**config.mk**
```make
export PLATFORM = sky130hd
export DESIGN_NAME = jk_updown_counter
export DESIGN_NICKNAME = d
export VERILOG_FILES = /design/src/rtl/jk_updown_counter_pkg.sv /design/src/rtl/jk_updown_counter_jkff.sv /design/src/rtl/jk_updown_counter.sv
export SDC_FILE = /design/constraint.sdc
export NUM_CORES = 1
export LEC_CHECK = 0
export CORE_ASPECT_RATIO = 1.2
export CORE_MARGIN = 2
export CORE_UTILIZATION = 28
export CTS_CLUSTER_SIZE = 12
export DETAILED_ROUTE_END_ITERATION = 12
export REMOVE_ABC_BUFFERS = 1
export SKIP_CTS_REPAIR_TIMING = 1
export SLEW_MARGIN = 20
export SYNTH_ARGS = -nofsm -noshare
export SYNTH_HDL_FRONTEND = slang
export SYNTH_SLANG_ARGS = --single-unit
```
**constraint.sdc**
```tcl
create_clock -name CLK -period 3.3 [get_ports CLK]
set_input_delay 0.495 -clock CLK [delete_from_list [all_inputs] [get_ports CLK]]
set_output_delay 0.495 -clock CLK [all_outputs]
set_load 0.02 [all_outputs]
```
**src/rtl/jk_updown_counter_pkg.sv**
```systemverilog
// Shared JK excitation encoding and the mapping from a desired bit
// transition to the J/K pair that produces it.
package jk_pkg;

  // {J,K} encoding of the team jkff cell
  typedef enum logic [1:0] {
    JK_HOLD   = 2'b00,
    JK_CLR    = 2'b01,
    JK_TOGGLE = 2'b10,
    JK_SET    = 2'b11
  } jk_t;

  // Counting and holding use toggle/hold so only changing bits are excited.
  // Loading forces set/clear so the result never depends on the current bit.
  function automatic jk_t jk_excite(input logic cur, input logic nxt, input logic load);
    jk_t r;
    if (load) begin
      r = nxt ? JK_SET : JK_CLR;
    end else begin
      r = (cur != nxt) ? JK_TOGGLE : JK_HOLD;
    end
    return r;
  endfunction

endpackage

```
**src/rtl/jk_updown_counter_jkff.sv**
```systemverilog
// Single JK flip-flop cell: {J,K} = 00 hold, 10 toggle, 11 set, 01 clear.
module jkff (
  input  logic CLK,
  input  logic RESET,
  input  logic j,
  input  logic k,
  output logic q
);

  logic q_reg;

  // Synchronous reset, then apply the JK action
  always_ff @(posedge CLK) begin
    if (RESET) begin
      q_reg <= 1'b0;
    end else begin
      case ({j, k})
        2'b00:   q_reg <= q_reg;
        2'b10:   q_reg <= ~q_reg;
        2'b11:   q_reg <= 1'b1;
        default: q_reg <= 1'b0;
      endcase
    end
  end

  assign q = q_reg;

endmodule

```
**src/rtl/jk_updown_counter.sv**
```systemverilog
// Modulo-N up/down counter with parallel load, built from a bank of jkff
// cells. TC is the combinational terminal count for digit cascading, WRAP
// is a registered one-cycle rollover pulse.
module jk_updown_counter
  import jk_pkg::*;
#(
  parameter int WIDTH   = 4,
  parameter int MODULUS = 10
) (
  input  logic             CLK,
  input  logic             RESET,
  input  logic             EN,
  input  logic             UP,
  input  logic             LOAD,
  input  logic [WIDTH-1:0] D,
  output logic [WIDTH-1:0] Q,
  output logic             TC,
  output logic             WRAP
);

  // Arithmetic is done one bit wider so MODULUS = 2^WIDTH is representable
  localparam logic [WIDTH:0] MOD_EXT  = (WIDTH+1)'(MODULUS);
  localparam logic [WIDTH:0] LAST_EXT = (WIDTH+1)'(MODULUS - 1);
  localparam logic [WIDTH-1:0] LAST   = WIDTH'(MODULUS - 1);

  logic [WIDTH:0]   cur_ext;
  logic [WIDTH:0]   d_ext;
  logic [WIDTH-1:0] up_next;
  logic [WIDTH-1:0] dn_next;
  logic [WIDTH-1:0] load_next;
  logic [WIDTH-1:0] q_next;
  logic             wrap_reg;

  // Next-count candidates and priority selection LOAD > EN > hold
  always_comb begin
    cur_ext = {1'b0, Q};
    d_ext   = {1'b0, D};
    // Anything at or past the last value (including unreachable states) wraps to 0
    up_next   = (cur_ext >= LAST_EXT) ? '0 : WIDTH'(cur_ext + 1'b1);
    // Out-of-range values simply decrement until they are back in range
    dn_next   = (cur_ext == '0) ? LAST : WIDTH'(cur_ext - 1'b1);
    load_next = (d_ext >= MOD_EXT) ? LAST : D;
    if (LOAD) begin
      q_next = load_next;
    end else if (EN) begin
      q_next = UP ? up_next : dn_next;
    end else begin
      q_next = Q;
    end
  end

  generate
    for (genvar gi = 0; gi < WIDTH; gi++) begin : g_bit
      jk_t jk;
      assign jk = jk_excite(Q[gi], q_next[gi], LOAD);
      jkff u_ff (
        .CLK   (CLK),
        .RESET (RESET),
        .j     (jk[1]),
        .k     (jk[0]),
        .q     (Q[gi])
      );
    end
  endgenerate

  // Terminal count: the next enabled edge will roll over
  assign TC = EN & ((UP & (Q == LAST)) | (~UP & (Q == '0)));

  // Rollover pulse, suppressed when a load takes the edge
  always_ff @(posedge CLK) begin
    if (RESET) begin
      wrap_reg <= 1'b0;
    end else begin
      wrap_reg <= TC & ~LOAD;
    end
  end

  assign WRAP = wrap_reg;

endmodule

```
==> results.toml, run 1 <==
[detailed_routing]
totalWireLength_mm = 1.119
drc = 0
detail_route.wl_per_cell_um = 12.30
vias_per_cell = 5.308
firstDrtPassIters = 4
antenna_left = 0
count_of_vias_placed_by_the_detailed_router = 483
first_iter_violations = 13

[worst_setup_path]
critical_path.endpoint_type = "primary output"
crit-reg2reg-launch = "g_bit[0].u_ff.q"
cp.required_ns = 2.80
setup.worst_path.start = "UP"
setup.worst_path.start_class = "input port"
crit_type = "in2out"
arrival_ns = 2.12
timing.critical_path.fanout_max = 12

[floorplan]
die_h_um = 50.20
effective_utilization_at_floorplan = 0.2997
boundaryPins = 15
fp.dieArea_um2 = 2133
row_count = 16
design.core.area_um2 = 1662
chipWidth_um = 42.50

[power]
power.leakage_uw = 0.0002492
vdd.ir_drop.worst_mv = 0.1781
pwr_cell_area_nw_per_um2 = 345.8

[grt]
antenna_found_initial = 0
overflow = 0
grt_pass1_vias = 459
grt_first_pass_wirelength_mm = 1.932
grt_usage = 0.1170
maximum_number_of_pins_on_one_net_before_global_route_repair = 13

[clock_network]
ctsHtreeMaxLevel = 1
path_clk_slew_ns = 0.04
cts_tree = "yes"
clkLatencyLatePin_ns = 0.24
clockRootBuffer = "sky130_fd_sc_hd__clkbuf_4"
clock_sink_count = 5
cts_made_buffers = 3
cts_max_path_bufs = 2

[layout]
syn2layout_area_growth_pct = 29.65
nNetsFinal = 87
final_cells = 91
filler_cell_count = 174
stdcell_area_um2 = 645.6
drive_above_1_share = 0.1233
final_core_utilization = 0.3886
antenna-diode-count = 0
largest_register_ffs = 4

[timing]
hold_viol_final = 0
fin_skew_ns = 0.001221
slew_headroom = 0.7439
maxClockFrequency_mhz = 382.1
period_minus_slack_ns = 2.617
finalMaxSlewViolations = 0
worst_pin_slew_ns = 0.3830
grt_setup_unrepaired = "no"
post-route-period-util = 0.7930
final-setup-viol-count = 0
totalNegativeSetupSlack_ns = 0

[place]
detailed_place.area_um2 = 619.3
numPortBuffers = 14
place_congestion = 0.7618
place.detailed.instances = 87
detailed_place_hpwl_um = 850.8

[synth]
post_synth_fa_ha_maj_area_fraction = 0.1005
synth-main-ff-cell = "sky130_fd_sc_hd__dfxtp_1"
netlist_top_cells_area = "sky130_fd_sc_hd__dfxtp_1, sky130_fd_sc_hd__ha_1, sky130_fd_sc_hd__buf_4"
post_synth.cell_area_avg_um2 = 8.164
synth_simple_gate_area_frac = 0.2035
portion_of_the_post_synthesis_area_used_by_sequential_elements = 0.2010
synth_cell_type_count = 30
netlist_area_um2 = 498.0
synth-warning-count = 0
synth-seq-cells = 5
count_leader_synth = "sky130_fd_sc_hd__inv_1"
main_combinational_cell_family_by_area_after_synthesis = "compound AO/OA/AOI/OAI gates"
xor_xnor_cell_area_share_of_the_yosys_netlist = 0
netlist_top_cells_count = "sky130_fd_sc_hd__inv_1, sky130_fd_sc_hd__buf_4, sky130_fd_sc_hd__dfxtp_1, sky130_fd_sc_hd__o21ai_0, sky130_fd_sc_hd__ha_1"
synthMuxAreaShare = 0.02010
syn_inst = 61
async_sr_flop_fraction = 0
synth_edf_count = 0
post-synth-top-area-cell = "sky130_fd_sc_hd__dfxtp_1"
synth_largest_type_area_fraction = 0.2010
synth-compound-area-share = 0.3317

[flow_run]
maxCapViolCount = 0

[worst_hold_path]
hold_path.class = "reg2reg"
hp-start = "g_bit[3].u_ff.q"

[run_status]
status = "finished, final reports clean"
[cell families after synthesis]
| group | after synthesis |
|---|---|
| adder cells (fa/ha/maj) | 4 |
| AO/OA/AOI/OAI | 21 |
| AND/OR/NAND/NOR | 16 |
| buffers and inverters | 14 |
| flip-flops | 5 |
| multiplexers | 1 |
[per-stage QoR]
stage	worst slack [ns]	hold slack [ns]	power, uW
after CTS	0.6732	0.6626	226.3
final	0.6830	0.6618	223.3
after detailed placement	0.6800	0.6515	153.4
after global placement	0.7097	0.6679	154.7
after floorplan	1.567	0.5612	119.5
after global routing	0.5261	0.6877	237.2
[cell type report]
type	instances	area [um2]	share of cell area
inverters	8	30.03	0.04651
well taps	18	22.52	0.03488
clock buffers	4	26.28	0.04070
repair buffers	14	140.1	0.2171
multi-input cells	42	326.6	0.5058
flip-flops and latches	5	100.1	0.1550
[cell usage in the layout, fill, tap and decap left out, types with 3 or more instances in the layout]
master / n
sky130_fd_sc_hd__inv_1: 8
sky130_fd_sc_hd__a311oi_1: 3
sky130_fd_sc_hd__ha_1: 4
sky130_fd_sc_hd__clkdlybuf4s50_1: 14
sky130_fd_sc_hd__nand2_1: 3
sky130_fd_sc_hd__dfxtp_1: 5
sky130_fd_sc_hd__a21oi_1: 3
sky130_fd_sc_hd__clkbuf_4: 3
sky130_fd_sc_hd__o21ai_0: 5
[critical path, stage by stage]
cell and delay (ns):
sky130_fd_sc_hd__clkdlybuf4s50_1 0.60, sky130_fd_sc_hd__nor2_1 0.16, sky130_fd_sc_hd__nand2_1 0.07, sky130_fd_sc_hd__a21oi_1 0.17
sky130_fd_sc_hd__clkdlybuf4s50_1 0.62
[path summary, 6_finish.rpt]
path	slack, ns	endpoint	cells past startpoint
hold / removal	0.66	g_bit[3].u_ff.q	2
hold reg to reg	0.66	g_bit[3].u_ff.q	2
setup reg to reg	1.55	g_bit[1].u_ff.q	6
setup / recovery	0.68	TC	5
[per-layer routing]
metal  vias up  track usage  part of all wire
met1       216       0.1429              0.45
met2        19       0.2000              0.50
met4         0      0.06250            0.0054
li1        246            -                 -
met3         2      0.01079             0.045
met5         -            0                 0
[power breakdown]
group / switching [uW] / internal [uW] / leakage (uW) / total, uW
combinational: 39.3 / 39.5 / 0.000193 / 78.8
clock: 24.9 / 45.7 / 0.0000150 / 70.6
sequential: 8.81 / 65.0 / 0.0000413 / 73.8
total: 73.1 / 150 / 0.000249 / 223
Note: power is estimated with default switching activity, not from simulation.
==> run 2, diff against run 1 <==
==> constraint.sdc (replaced) <==
create_clock -name CLK -period 2.2 [get_ports CLK]
set_input_delay 0.33 -clock CLK [delete_from_list [all_inputs] [get_ports CLK]]
set_output_delay 0.33 -clock CLK [all_outputs]
set_load 0.02 [all_outputs]
==> run 2 against run 1 <==
- clock skew about the same
- sequential power up 49%
- final cell count up 4.4%
- critical path depth unchanged
- largest cell class unchanged
- critical path type is now reg2out
- clock power up 46%
- first-iteration DRC count down 15%
- via count up 3.1%
- wire length up 7.1%
- critical endpoint unchanged
==> results.toml, run 2 (same netlist as run 1, synthesis figures left out) <==
[detailed_routing]
count_of_vias_placed_by_the_detailed_router = 498
vias_per_cell = 5.242
totalWireLength_mm = 1.199
detail_route.wl_per_cell_um = 12.62
antenna_left = 0
first_iter_violations = 11
firstDrtPassIters = 4
drc = 0

[worst_setup_path]
timing.critical_path.fanout_max = 10
crit_type = "reg2out"
cp.required_ns = 1.87
critical_path.endpoint_type = "primary output"
regToRegSetupSlack_ns = 0.48
worst-path-buf-inv = 2
critical-path-top-delay-family = "flip-flops"
critical_path.max_stage_delay_ns = 0.37
arrival_ns = 1.40
setup.worst_path.start_class = "register"
timing.critical_path.slowest_stage_cell = "sky130_fd_sc_hd__dfxtp_2"
cells_along_the_critical_path = "inv_1 -> ha_1 -> nand2_1 -> a21oi_1 -> dlymetal6s2s_1"

[floorplan]
chipWidth_um = 42.50
boundaryPins = 15
design.core.area_um2 = 1662
fp.dieArea_um2 = 2133
row_count = 16
die_h_um = 50.20
effective_utilization_at_floorplan = 0.2997

[grt]
antenna_found_initial = 0
overflow = 0
grt_first_pass_wirelength_mm = 2.007
grt_pass1_vias = 458
grt_usage = 0.1229
maximum_number_of_pins_on_one_net_before_global_route_repair = 11

[power]
power.combinational.fraction = 0.377
total_power_uw = 342.1
power_report.internal_total_uw = 231.7
power.switching_fraction = 0.3227
vdd.ir_drop.worst_mv = 0.3432
pwr_cell_area_nw_per_um2 = 503.6
pwr-share-clk = 0.302
power.leakage_uw = 0.0002859
p_seq_frac = 0.321
net-switching-power_uw = 110.4

[clock_network]
cts_made_buffers = 3
cts_max_path_bufs = 2
clkLatencyLatePin_ns = 0.24
clock_sink_count = 5
cts_tree = "yes"
clockRootBuffer = "sky130_fd_sc_hd__clkbuf_4"
path_clk_slew_ns = 0.04
ctsHtreeMaxLevel = 1

[run_status]
status = "finished, final reports clean"

[flow_run]
maxCapViolCount = 0

[timing]
final-setup-viol-count = 0
finalMaxSlewViolations = 0
hold_viol_final = 0
maxClockFrequency_mhz = 578.9
period_minus_slack_ns = 1.727
grt_setup_unrepaired = "no"
post-route-period-util = 0.7852
worst_pin_slew_ns = 0.2918
slew_headroom = 0.8052
fin_skew_ns = 0.001684
finalHoldWorstSlack_ns = 0.6443

[layout]
mostFrequentLayoutCell = "sky130_fd_sc_hd__clkdlybuf4s50_1"
largest_register_ffs = 4
antenna-diode-count = 0
layout.cells.most_common_list = "sky130_fd_sc_hd__clkdlybuf4s50_1, sky130_fd_sc_hd__inv_1, sky130_fd_sc_hd__o21ai_0"
drive_above_1_share = 0.1818
nNetsFinal = 91
syn2layout_area_growth_pct = 36.43

[place]
place_congestion = 0.7941
numPortBuffers = 14

[worst_hold_path]
hold_path.class = "reg2reg"
-- run 2: cell count changes in the layout (fill, tap and decap cells not counted), sizes merged --
cell,previous run,this run
clkdlybuf4s50,14,13
dlymetal6s2s,0,1
buf,0,4
-- run 2: power by group through the flow --
stage                     clock network [uW]  logic (uW)  registers, uW
after floorplan                            0        62.4            117
after global placement                     0         129            112
after detailed placement                   0         129            111
after CTS                                110         130            109
after global routing                     115         142            112
final                                    103         129            110
-- run 2: metal layers --
metal / vias to the layer above / routed length [um] / track usage
met3: 2 / 42 / 0.01079
li1: 255 / - / -
met2: 17 / 612 / 0.2051
met5: - / 0 / 0
met4: 0 / 14 / 0.06250
met1: 224 / 529 / 0.1557
-- run 2: layout make-up --
cell class,instances,area (um2)
Clock buffer,4,26.28
Fill cell,184,982.2
Inverter,8,30.03
Multi-Input combinational cell,42,326.6
Sequential cell,5,101.3
Tap cell,18,22.52
Timing Repair Buffer,18,172.7
-- run 2: worst register-to-register path: stages (launching register included) --
cell	delay [ns]
sky130_fd_sc_hd__dfxtp_2	0.42
sky130_fd_sc_hd__inv_1	0.11
sky130_fd_sc_hd__ha_1	0.24
sky130_fd_sc_hd__buf_4	0.16
sky130_fd_sc_hd__o21bai_1	0.14
sky130_fd_sc_hd__a311oi_1	0.30
sky130_fd_sc_hd__a211o_1	0.15
sky130_fd_sc_hd__a221oi_1	0.07
-- run 2: metrics by stage --
step | util | TNS, ns | std cells | setup slack (ns) | area, um2
2_1_floorplan | - | 0 | 55 | 0.4968 | 456.7
3_3_place_gp | 0.3908 | 0 | 91 | 0.1649 | 649.4
3_5_place_dp | 0.3908 | 0 | 91 | 0.1323 | 649.4
4_1_cts | 0.4066 | -0.05543 | 95 | -0.05543 | 675.6
5_1_grt | 0.4089 | 0 | 95 | 0.3317 | 679.4
6_report | 0.4089 | 0 | 95 | 0.4726 | 679.4
-- run 2: worst paths after layout --
| check | start | to | depth (start not counted) |
|---|---|---|---|
| setup / recovery | g_bit[0].u_ff.q | TC | 5 |
| hold / removal | g_bit[0].u_ff.q | g_bit[0].u_ff.q | 2 |
| setup reg to reg | g_bit[0].u_ff.q | g_bit[3].u_ff.q | 7 |
| hold reg to reg | g_bit[0].u_ff.q | g_bit[0].u_ff.q | 2 |
==> variant 1, RTL diff (settings of run 2) <==
Reset style: asynchronous (`RESET`), changed in 2 clocked blocks. Comments in the files are not updated.
--- a/src/rtl/jk_updown_counter_jkff.sv
+++ b/src/rtl/jk_updown_counter_jkff.sv
@@ -12,3 +12,3 @@
   // Synchronous reset, then apply the JK action
-  always_ff @(posedge CLK) begin
+  always_ff @(posedge CLK or posedge RESET) begin
     if (RESET) begin
--- a/src/rtl/jk_updown_counter.sv
+++ b/src/rtl/jk_updown_counter.sv
@@ -69,3 +69,3 @@
   // Rollover pulse, suppressed when a load takes the edge
-  always_ff @(posedge CLK) begin
+  always_ff @(posedge CLK or posedge RESET) begin
     if (RESET) begin
Behaviour: differs if RESET is asserted again (counterexample within 4 cycles, from zero or initial values and one cycle with RESET high); with RESET held inactive, the same outputs for 10 cycles.
==> variant 1 against run 2 <==
- sequential cell count unchanged
- routed wire length up 4.5%
- highest routed layer unchanged
- final area unchanged
- synthesized area is 3.3% lower
- power rose by 12%
- worst setup slack got worse by 0.18 ns
- largest cell class unchanged
- die area down 3.0%
- global-route usage increased by 1.7 points
- count of clock-buffer cells in the layout did not move
- critical path depth is 1 higher
- utilization grew 1.0 points
- clock power grew 5%
==> variant 1: results (changes against run 2) <==
Parameter                              Value

Run status
  Status    completed (unchanged)

Placement
  Weighted congestion reported at the end of routability-driven placement    0.783 (was 0.794)
  Placed cell area    651 um2 (was 649 um2)

Worst hold path
  Min-delay worst type    in2async (was reg2reg)

Cells and area
  Fraction of area in multi-input gates    0.418 (was 0.481)
  Area added between synthesis and finish    41.0% (was 36.4%)
  Number of non-clock inverters    7 (was 8)
  Non-clock buffer count    21 (was 18)
  Net total in the final layout    90 (was 91)
  Finished layout cell area    679 um2 (unchanged)

Global route
  Wire length of the first global-routing pass    2.17 mm (was 2.01 mm)
  Pin count of the biggest net entering global routing    14 (was 11)
  Via count of the first global-routing pass    469 (was 458)
  All-layer global routing usage    0.140 (was 0.123)

Detailed routing
  Routed length on met1    515 um (was 529 um)
  Routed wire length on met3    66 um (was 42 um)
  Routed vias/inst    5.18 (was 5.24)

Logic synthesis
  Part of the Yosys area used for sequential elements    0.260 (was 0.201)
  Async set or reset register ratio after synthesis    1.00 (was 0)
  Yosys cell types    35 (was 30)
  Commonest cells in the netlist    sky130_fd_sc_hd__inv_1, sky130_fd_sc_hd__dfrtp_1, sky130_fd_sc_hd__buf_4 (was sky130_fd_sc_hd__inv_1, sky130_fd_sc_hd__buf_4, sky130_fd_sc_hd__dfxtp_1, sky130_fd_sc_hd__o21ai_0, sky130_fd_sc_hd__ha_1)

Pwr
  Switching Share    0.342 (was 0.323)
  Combinational share of power    0.416 (was 0.377)
  Highest ir drop seen on vdd    0.163 mV (was 0.343 mV)

Setup path
  Launching instance or port of the critical path    g_bit[0].u_ff.q (unchanged)
  Capturing point of the worst reg2reg path    g_bit[2].u_ff.q (was g_bit[3].u_ff.q)
  Signal arrival time at the worst endpoint    1.58 ns (was 1.40 ns)
[variant 1: cells by family (layout without fill, tap and decap cells)]
logic type | count (synthesis) | in the layout | share of synthesized area
compound gates | 18 | 18 | 0.252
simple gates | 18 | 18 | 0.242
buf+inv | 15 | 32 | 0.151
flops | 5 | 5 | 0.260
fa+ha+maj | 3 | 3 | 0.0779
xor+xnor | 1 | 1 | 0.0182
[variant 1: power by group through the flow]
stage	Clock, uW	Sequential (uW)	Combinational [uW]
after detailed placement	0	117	160
after global placement	0	116	158
after floorplan	0	132	65.8
after CTS	111	116	160
final	108	116	159
after global routing	119	117	174
[variant 1: stage by stage]
step	setup WS, ns	std cells	hold WS [ns]
after floorplan	0.320	52	0.109
after global placement	0.0873	91	0.537
after detailed placement	0.0393	91	0.555
after CTS	-0.107	95	0.291
after global routing	0.118	95	0.299
final	0.291	95	0.288
==> variant 2, RTL diff (settings of run 2) <==
Without the edit above. Change the parameter `MODULUS` from 10 to 8.
--- a/src/rtl/jk_updown_counter.sv
+++ b/src/rtl/jk_updown_counter.sv
@@ -7,3 +7,3 @@
   parameter int WIDTH   = 4,
-  parameter int MODULUS = 10
+  parameter int MODULUS = 8
 ) (
Check against the original RTL: not equivalent (Yosys sat finds a counterexample within 4 cycles, from zero or initial values and one cycle with RESET high).
==> variant 2 against run 2 <==
- utilization rose by 0.41 points
- first-iteration DRC count is 45% higher
- power shrank 6.8%
- sequential cell count unchanged
- fmax shrank 6.9%
- synthesized area is 13% lower
- global-route usage grew 2.1 points
- critical path depth rose by 1
- count of clock-buffer cells in the layout unchanged
- worst setup slack worse by 0.13 ns
- final area shrank 12%
- routed wire length decreased by 12%
- combinational power fell by 24%
- largest power group is now the clock network
==> variant 2: results (changes against run 2) <==
Parameter                              Value

Logic synthesis
  Synth Area per Inst    8.19 um2 (was 8.16 um2)
  Part of the Yosys area used for sequential elements    0.231 (was 0.201)
  Yosys cell types    29 (was 30)
  Dominant cells by area after synthesis    sky130_fd_sc_hd__dfxtp_1, sky130_fd_sc_hd__buf_4, sky130_fd_sc_hd__a211o_1 (was sky130_fd_sc_hd__dfxtp_1, sky130_fd_sc_hd__ha_1, sky130_fd_sc_hd__buf_4)
  Commonest cells in the netlist    sky130_fd_sc_hd__buf_4, sky130_fd_sc_hd__dfxtp_1, sky130_fd_sc_hd__inv_1, sky130_fd_sc_hd__nor2_1 (was sky130_fd_sc_hd__inv_1, sky130_fd_sc_hd__buf_4, sky130_fd_sc_hd__dfxtp_1, sky130_fd_sc_hd__o21ai_0, sky130_fd_sc_hd__ha_1)

Worst hold path
  Worst hold path stage count    3 (was 2)
  Hold Path Origin    g_bit[1].u_ff.q (was g_bit[0].u_ff.q)

Cells and area
  Net total in the final layout    79 (was 91)

Pwr
  Leak    0.000261 uW (was 0.000286 uW)
  Highest ir drop seen on vdd    0.195 mV (was 0.343 mV)

Placement
  Cells after DPL    80 (was 91)
  Pre-CTS setup slack    0.0526 ns (was 0.132 ns)
  Placed cell area    566 um2 (was 649 um2)
  Weighted congestion reported at the end of routability-driven placement    0.812 (was 0.794)

Detailed routing
  Routed wire length on met3    58 um (was 42 um)
  Total via count in the routed design    442 (was 498)
  Total Wirelength    1.06 mm (was 1.20 mm)
  WL/cell    12.6 um (about the same)

Global route
  Met1 Resource Use GR    0.200 (was 0.156)
  All-layer global routing usage    0.144 (was 0.123)
  Via count of the first global-routing pass    380 (was 458)
  Wire length of the first global-routing pass    1.70 mm (was 2.01 mm)
  Pin count of the biggest net entering global routing    10 (was 11)

Run status
  Status    completed (unchanged)

Setup path
  Critical-path cell with the highest stage delay    sky130_fd_sc_hd__dfxtp_1 (was sky130_fd_sc_hd__dfxtp_2)
  Worst R2R Path Depth    4 (was 7)

STA
  Transition time at the pin with the least slew margin    0.373 ns (was 0.292 ns)
variant 2: power by group:
part	switching [uW]	internal, uW	total [uW]
logic	47.5	51.1	98.6
registers	9.78	96.9	107
clock network	44.6	69.0	114
total	102	217	319
variant 2: cell type report:
cell class / count / area, um2
clock buffers: 4 / 26.3
fillers: 150 / 848
inverters: 5 / 18.8
multi-input cells: 36 / 265
flip-flops and latches: 5 / 100
well taps: 17 / 21.3
repair buffers: 17 / 165
variant 2: cell families (layout without fill, tap and decap cells):
group           Yosys count  count (layout)  synth area share
compound gates           18              18             0.329
simple gates             16              16             0.219
buf+inv                  12              26             0.164
flops                     5               5             0.231
fa+ha+maj                 2               2            0.0576
variant 2: worst paths after layout:
path                     end  slack, ns
max                       TC       0.35
min reg2reg  g_bit[3].u_ff.q       0.67
max reg2reg  g_bit[3].u_ff.q       0.60
min          g_bit[3].u_ff.q       0.67
